### src/rtl/mem_arb_pkg.sv
// Shared types for the IF/data memory port arbiter: FSM states, owner
// encoding and the watchdog counter width helper.
package mem_arb_pkg;

    typedef enum logic [1:0] {
        ARB_IDLE,
        ARB_REQ,
        ARB_RESP
    } arb_state_t;

    typedef enum logic {
        OWN_I,
        OWN_D
    } arb_owner_t;

    function automatic int arb_cnt_width(input int timeout_cycles);
        return $clog2(timeout_cycles + 1);
    endfunction

endpackage

### src/rtl/mem_arb_watchdog.sv
// Transaction watchdog: counts REQ/RESP cycles and flags the cycle in which
// the count would reach TIMEOUT_CYCLES so the arbiter can abort.
module mem_arb_watchdog
    import mem_arb_pkg::*;
#(
    parameter int TIMEOUT_CYCLES = 255
) (
    input  logic i_clk,
    input  logic i_rst,
    input  logic i_clr,
    input  logic i_en,
    output logic o_expired
);

    localparam int CW = arb_cnt_width(TIMEOUT_CYCLES);

    logic [CW-1:0] r_count;

    always_ff @(posedge i_clk) begin
        if (i_rst) begin
            r_count <= '0;
        end else if (i_clr) begin
            r_count <= '0;
        end else if (i_en && !o_expired) begin
            r_count <= r_count + CW'(1);
        end
    end

    // Fires during the TIMEOUT_CYCLES-th active cycle, so exactly that many
    // REQ/RESP cycles elapse before the abort takes effect.
    assign o_expired = i_en && (r_count == CW'(TIMEOUT_CYCLES - 1));

endmodule

### src/rtl/mem_port_arbiter.sv
// Arbitrates one single-port memory between instruction fetch and data
// requesters. Define MEM_ARB_RR_EN for round-robin on contention; default is data-first.
//
// Handshake: a requester raises *_req_i with its command and holds it until
// its *_done_o pulse; the memory side holds mem_req_o until mem_gnt_i and then
// returns exactly one mem_rvalid_i, never in the grant cycle itself.
module mem_port_arbiter
    import mem_arb_pkg::*;
#(
    parameter int ADDR_WIDTH     = 32,
    parameter int DATA_WIDTH     = 32,
    parameter int TIMEOUT_CYCLES = 255
) (
    input  logic                    clk_i,
    input  logic                    rst_i,
    input  logic                    if_req_i,
    input  logic [ADDR_WIDTH-1:0]   if_addr_i,
    output logic                    if_done_o,
    output logic [DATA_WIDTH-1:0]   if_rdata_o,
    output logic                    if_stall_o,
    input  logic                    d_req_i,
    input  logic                    d_we_i,
    input  logic [ADDR_WIDTH-1:0]   d_addr_i,
    input  logic [DATA_WIDTH-1:0]   d_wdata_i,
    input  logic [DATA_WIDTH/8-1:0] d_be_i,
    output logic                    d_done_o,
    output logic [DATA_WIDTH-1:0]   d_rdata_o,
    output logic                    d_stall_o,
    output logic                    mem_req_o,
    output logic                    mem_we_o,
    output logic [ADDR_WIDTH-1:0]   mem_addr_o,
    output logic [DATA_WIDTH-1:0]   mem_wdata_o,
    output logic [DATA_WIDTH/8-1:0] mem_be_o,
    input  logic                    mem_gnt_i,
    input  logic                    mem_rvalid_i,
    input  logic [DATA_WIDTH-1:0]   mem_rdata_i,
    output logic                    err_o,
    output logic [1:0]              dbg_state_o
);

    localparam int BW = DATA_WIDTH / 8;

    arb_state_t              r_state;
    arb_state_t              w_state_nxt;
    arb_owner_t              r_owner;
    arb_owner_t              w_winner;
    logic                    r_we;
    logic [ADDR_WIDTH-1:0]   r_addr;
    logic [DATA_WIDTH-1:0]   r_wdata;
    logic [BW-1:0]           r_be;
    logic                    r_if_done;
    logic                    r_d_done;
    logic [DATA_WIDTH-1:0]   r_if_rdata;
    logic [DATA_WIDTH-1:0]   r_d_rdata;
    logic                    r_err;
    logic                    w_if_elig;
    logic                    w_d_elig;
    logic                    w_grant;
    logic                    w_finish;
    logic                    w_timeout;
    logic                    w_wd_en;
    logic                    w_expired;

    // A requester whose done pulse is this cycle is still holding req; it
    // must not be granted again for the transaction that just finished.
    assign w_if_elig = if_req_i & ~r_if_done;
    assign w_d_elig  = d_req_i & ~r_d_done;

`ifdef MEM_ARB_RR_EN
    arb_owner_t r_last_owner;

    always_ff @(posedge clk_i) begin
        if (rst_i) begin
            r_last_owner <= OWN_I;
        end else if (w_grant) begin
            r_last_owner <= w_winner;
        end
    end
`endif

    always_comb begin
        w_winner = OWN_I;
        if (w_d_elig) begin
            w_winner = OWN_D;
        end
`ifdef MEM_ARB_RR_EN
        if (w_if_elig && w_d_elig && (r_last_owner == OWN_D)) begin
            w_winner = OWN_I;
        end
`endif
    end

    always_comb begin
        w_state_nxt = r_state;
        w_grant     = 1'b0;
        w_finish    = 1'b0;
        w_timeout   = 1'b0;
        case (r_state)
            ARB_IDLE: begin
                if (w_if_elig || w_d_elig) begin
                    w_grant     = 1'b1;
                    w_state_nxt = ARB_REQ;
                end
            end
            ARB_REQ: begin
                if (w_expired) begin
                    w_timeout   = 1'b1;
                    w_state_nxt = ARB_IDLE;
                end else if (mem_gnt_i) begin
                    w_state_nxt = ARB_RESP;
                end
            end
            ARB_RESP: begin
                if (mem_rvalid_i) begin
                    w_finish    = 1'b1;
                    w_state_nxt = ARB_IDLE;
                end else if (w_expired) begin
                    w_timeout   = 1'b1;
                    w_state_nxt = ARB_IDLE;
                end
            end
            default: begin
                w_state_nxt = ARB_IDLE;
            end
        endcase
    end

    assign w_wd_en = (r_state == ARB_REQ) || (r_state == ARB_RESP);

    mem_arb_watchdog #(
        .TIMEOUT_CYCLES (TIMEOUT_CYCLES)
    ) u_watchdog (
        .i_clk     (clk_i),
        .i_rst     (rst_i),
        .i_clr     (w_grant),
        .i_en      (w_wd_en),
        .o_expired (w_expired)
    );

    always_ff @(posedge clk_i) begin
        if (rst_i) begin
            r_state <= ARB_IDLE;
            r_owner <= OWN_I;
            r_we    <= 1'b0;
            r_addr  <= '0;
            r_wdata <= '0;
            r_be    <= '0;
        end else begin
            r_state <= w_state_nxt;
            if (w_grant) begin
                r_owner <= w_winner;
                if (w_winner == OWN_D) begin
                    r_we    <= d_we_i;
                    r_addr  <= d_addr_i;
                    r_wdata <= d_wdata_i;
                    r_be    <= d_be_i;
                end else begin
                    r_we    <= 1'b0;
                    r_addr  <= if_addr_i;
                    r_wdata <= '0;
                    r_be    <= '1;
                end
            end
        end
    end

    // Completion path: aborted transactions and stores both return zero data.
    always_ff @(posedge clk_i) begin
        if (rst_i) begin
            r_if_done  <= 1'b0;
            r_d_done   <= 1'b0;
            r_if_rdata <= '0;
            r_d_rdata  <= '0;
            r_err      <= 1'b0;
        end else begin
            r_if_done <= 1'b0;
            r_d_done  <= 1'b0;
            if (w_finish || w_timeout) begin
                if (r_owner == OWN_D) begin
                    r_d_done  <= 1'b1;
                    r_d_rdata <= (w_finish && !r_we) ? mem_rdata_i : '0;
                end else begin
                    r_if_done  <= 1'b1;
                    r_if_rdata <= w_finish ? mem_rdata_i : '0;
                end
            end
            if (w_timeout) begin
                r_err <= 1'b1;
            end
        end
    end

    assign if_done_o   = r_if_done;
    assign if_rdata_o  = r_if_rdata;
    assign if_stall_o  = if_req_i & ~r_if_done;
    assign d_done_o    = r_d_done;
    assign d_rdata_o   = r_d_rdata;
    assign d_stall_o   = d_req_i & ~r_d_done;
    assign mem_req_o   = (r_state == ARB_REQ);
    assign mem_we_o    = r_we;
    assign mem_addr_o  = r_addr;
    assign mem_wdata_o = r_wdata;
    assign mem_be_o    = r_be;
    assign err_o       = r_err;
    assign dbg_state_o = r_state;

endmodule
### config.mk
export PLATFORM = sky130hd
export DESIGN_NAME = mem_port_arbiter
export DESIGN_NICKNAME = d
export VERILOG_FILES = /design/src/rtl/mem_arb_pkg.sv /design/src/rtl/mem_arb_watchdog.sv /design/src/rtl/mem_port_arbiter.sv
export SDC_FILE = /design/constraint.sdc
export NUM_CORES = 1
export LEC_CHECK = 0
export CAP_MARGIN = 30
export CORE_MARGIN = 2
export CORE_UTILIZATION = 39
export DETAILED_ROUTE_END_ITERATION = 6
export HOLD_SLACK_MARGIN = 0.06
export PLACE_DENSITY = 0.79
export SLEW_MARGIN = 30
export SYNTH_ARGS = -nofsm -noshare
export SYNTH_HDL_FRONTEND = slang
export SYNTH_HIERARCHICAL = 1
export SYNTH_SLANG_ARGS = --single-unit
### constraint.sdc
create_clock -name clk_i -period 2.7 [get_ports clk_i]
set_input_delay 0.54 -clock clk_i [delete_from_list [all_inputs] [get_ports clk_i]]
set_output_delay 0.54 -clock clk_i [all_outputs]
set_load 0.01 [all_outputs]
==> impl_metrics.ini <==
[placed_design]
dp_hpwl_um = 12300
io_buffers = 279
dpl.cell_count = 1027
gp_congestion = 0.835

[power_and_ir_drop]
p_leak_nw = 3.36
finalPower_w = 0.00639
peakVddDrop_mv = 0.563
powerDensity_nw_per_um2 = 706

[finish]
area_growth_pct = 62.9
antenna_cells = 0
final_cells = 1059
layout.nets = 1011
fillCellCount = 1135
utilization = 0.653
layout-drive-gt1-share = 0.0751

[setup_path]
critical_path_buf_inv_count = 3
setup.worst_path.start = d_req_i
path_class = in -> out
critPathMaxStageDelay_ns = 0.54
cp_top_family = buffers and inverters
reg2reg_to = d_rdata_o[11]$_SDFFE_PP0P_
path_common_cell = clkdlybuf4s50_1
required_ns = 2.16
path_max_fanout = 6
setup.worst_path.start_class = primary input
r2r_slack_ns = 0.47
cp.depth = 4
reg2reg_depth = 8
r2r-start = dbg_state_o[0]$_SDFFE_PP0P_
crit_chain = clkdlybuf4s50_1 -> nand2b_1 -> inv_4 -> clkdlybuf4s50_1
arrival_ns = 1.76
cp_slowest_cell = clkdlybuf4s50_1
setup.worst_path.end_class = output pin
crit_end = d_stall_o

[sta]
fin_crit_ns = 2.30
fin_worst_skew_ns = 0.0129
rsz0062_at_grt = false
final.period_utilization = 0.854
fmax_mhz = 434
max_slew.worst_pin.slew_ns = 0.716
slew_violations = 0
final-hold-violation-count = 0
tns_ns = 0
setup_viol = 0
relSlewSlack = 0.523

[route]
drt-pass1-iter-count = 5
routedWlPerCell_um = 16.7
num_vias = 5534
wl_met2_um = 8310
routedLengthMet1_um = 7040
vias_per_cell = 5.23
route.met3.wl_um = 1860
drt-total-wl_um = 17700
drc = 0
top_layer = met4
drtAntennaViolNets = 0
drt_iter0_markers = 345

[hold_path]
hp-class = reg -> reg

[grt]
track_usage = 0.227
grt_pass1_wl_um = 26800
gr-total-overflow = 0
antenna_found_initial = 0
grt_pass1_vias = 5285
grt_max_degree = 69

[yosys]
synth_top_area_frac = 0.529
syn_inst = 607
synth.distinct_cells = 42
synth_edf_count = 0
yosysWarnings = 6
syn_area_sq_um = 5560
async_flop_share = 0
syn_nets = 752
avgSynthCellArea_sq_um = 9.16
yosysMostFrequentCell = dfxtp_1
synth.ff_latch_count = 147
synth_flop_cell = dfxtp_1
synthTopCellsByCount = 147 x dfxtp_1, 136 x nor2_1, 97 x a22oi_1, 73 x nand2_1, 28 x clkbuf_1
post-synth-top-area-cell = dfxtp_1
netlist_top_cells_area = dfxtp_1 53%, a22oi_1 13%, nor2_1 9.2%, nand2_1 4.9%, a311oi_1 3.5%
ys_seq_area_frac = 0.529

[cts]
path_clk_slew_ns = 0.06
cts.sinks = 147
cts-resized-gates = 0
clk_latency_ns = 0.42
cts_hold_buf = 0
cts_root_buffer = clkbuf_16
cts_tree = built
clk_path_buf_depth = 2
htreeDepth = 4
cts_made_buffers = 17
postCtsSetupBuffers = 0

[outcome]
outcome = finished, final reports clean

[floorplan]
die-area_sq_um = 15200
fp.dieW_um = 123
die_height_um = 123
io_pins = 280
rows = 43
start_util = 0.401
coreArea_sq_um = 13900

[run]
drv_cap = 0
## layout make-up
cell class                 count  area (sq um)  area share
sequential                   147          2940       0.325
timing repair buffer         292          2890       0.319
multi-input combinational    401          2360       0.261
clock buffer                  26           519      0.0573
tap                          180           225      0.0249
clock inverter                 6          91.3      0.0101
inverter                       7          28.8     0.00318
## metrics by stage
| stage | cell area [sq um] | hold WS (ns) | worst slack, ns |
|---|---|---|---|
| after global routing | 9060 | 0.513 | 0.287 |
| after CTS | 9060 | 0.499 | 0.386 |
| after global placement | 8450 | 0.466 | 0.354 |
| after floorplan | 5560 | 0.459 | 0.565 |
| final | 9060 | 0.495 | 0.395 |
| after detailed placement | 8450 | 0.484 | 0.276 |
## registers in the layout, summed over array words and instances, names as in the netlist, 2 cells and up
signal / count
if_rdata_o: 32
dbg_state_o: 2
mem_addr_o: 32
mem_wdata_o: 32
u_watchdog/r_count: 8
mem_be_o: 4
d_rdata_o: 32
## worst reg2reg max path: stages (launching register included)
cell	delay [ns]
dfxtp_1	0.38
inv_1	0.09
ha_1	0.49
and3_1	0.28
o211a_1	0.24
o21ai_2	0.07
buf_4	0.25
a22oi_1	0.22
nor2_1	0.07
## routing by layer
layer  up-vias  GRT usage
li1       2688          -
met1      2557      0.256
met2       255      0.373
met3        34     0.0955
met4         0      0.102
met5         -          0
## report_power, final
part	internal [W]	switching, W	leakage (nW)
registers	0.00238	0.000124	1.20
clock network	0.00151	0.000884	0.289
logic	0.000772	0.000720	1.87
## worst min-delay path by stage
stage,end,from,slack [ns],cells past startpoint
2_1_floorplan,u_watchdog/r_count[5]$_SDFFE_PP0P_,u_watchdog/r_count[5]$_SDFFE_PP0P_,0.46,1
3_3_place_gp,err_o$_SDFFE_PP0P_,err_o$_SDFFE_PP0P_,0.47,2
3_5_place_dp,if_rdata_o[2]$_SDFFE_PP0P_,if_rdata_o[2]$_SDFFE_PP0P_,0.48,2
4_1_cts,mem_addr_o[5]$_SDFFE_PP0P_,mem_addr_o[5]$_SDFFE_PP0P_,0.50,2
5_1_grt,mem_addr_o[6]$_SDFFE_PP0P_,mem_addr_o[6]$_SDFFE_PP0P_,0.51,2
6_report,d_rdata_o[6]$_SDFFE_PP0P_,d_rdata_o[6]$_SDFFE_PP0P_,0.50,2
## cells by family after synthesis
family | share of synthesized area
flip-flops | 0.529
AND/OR/NAND/NOR | 0.168
adder cells (fa/ha/maj) | 0.0135
buffers and inverters | 0.0486
AO/OA/AOI/OAI | 0.238
multiplexers | 0.00360
## placed cells by master, fill, tap and decap left out, types with 2 or more instances in the layout
cell             netlist  layout
nand2_1               73      73
clkinvlp_4             0       3
and2_1                 2       2
dfxtp_1              147     147
a21oi_1                7       7
clkbuf_8               0       6
nor2_1               136     135
nand4_1                2       2
o21ai_0                3       3
o21ai_2                1       2
clkbuf_1              28       3
buf_4                  2      14
and4_1                 2       2
o221a_2                4       4
clkbuf_16              0      17
bufinv_16              0       2
inv_1                  5       5
a22oi_1               97      97
nand2b_1               4       4
o211a_1                2       2
a211oi_1               5       5
a311oi_1              22      22
and3_1                 2       2
clkdlybuf4s50_1        0     278
ha_1                   6       6
nand3_1                3       3
a31oi_1                4       4
mux2i_1                2       2
a311oi_2              10      10
No activity file was read; power rests on OpenSTA's default activity.
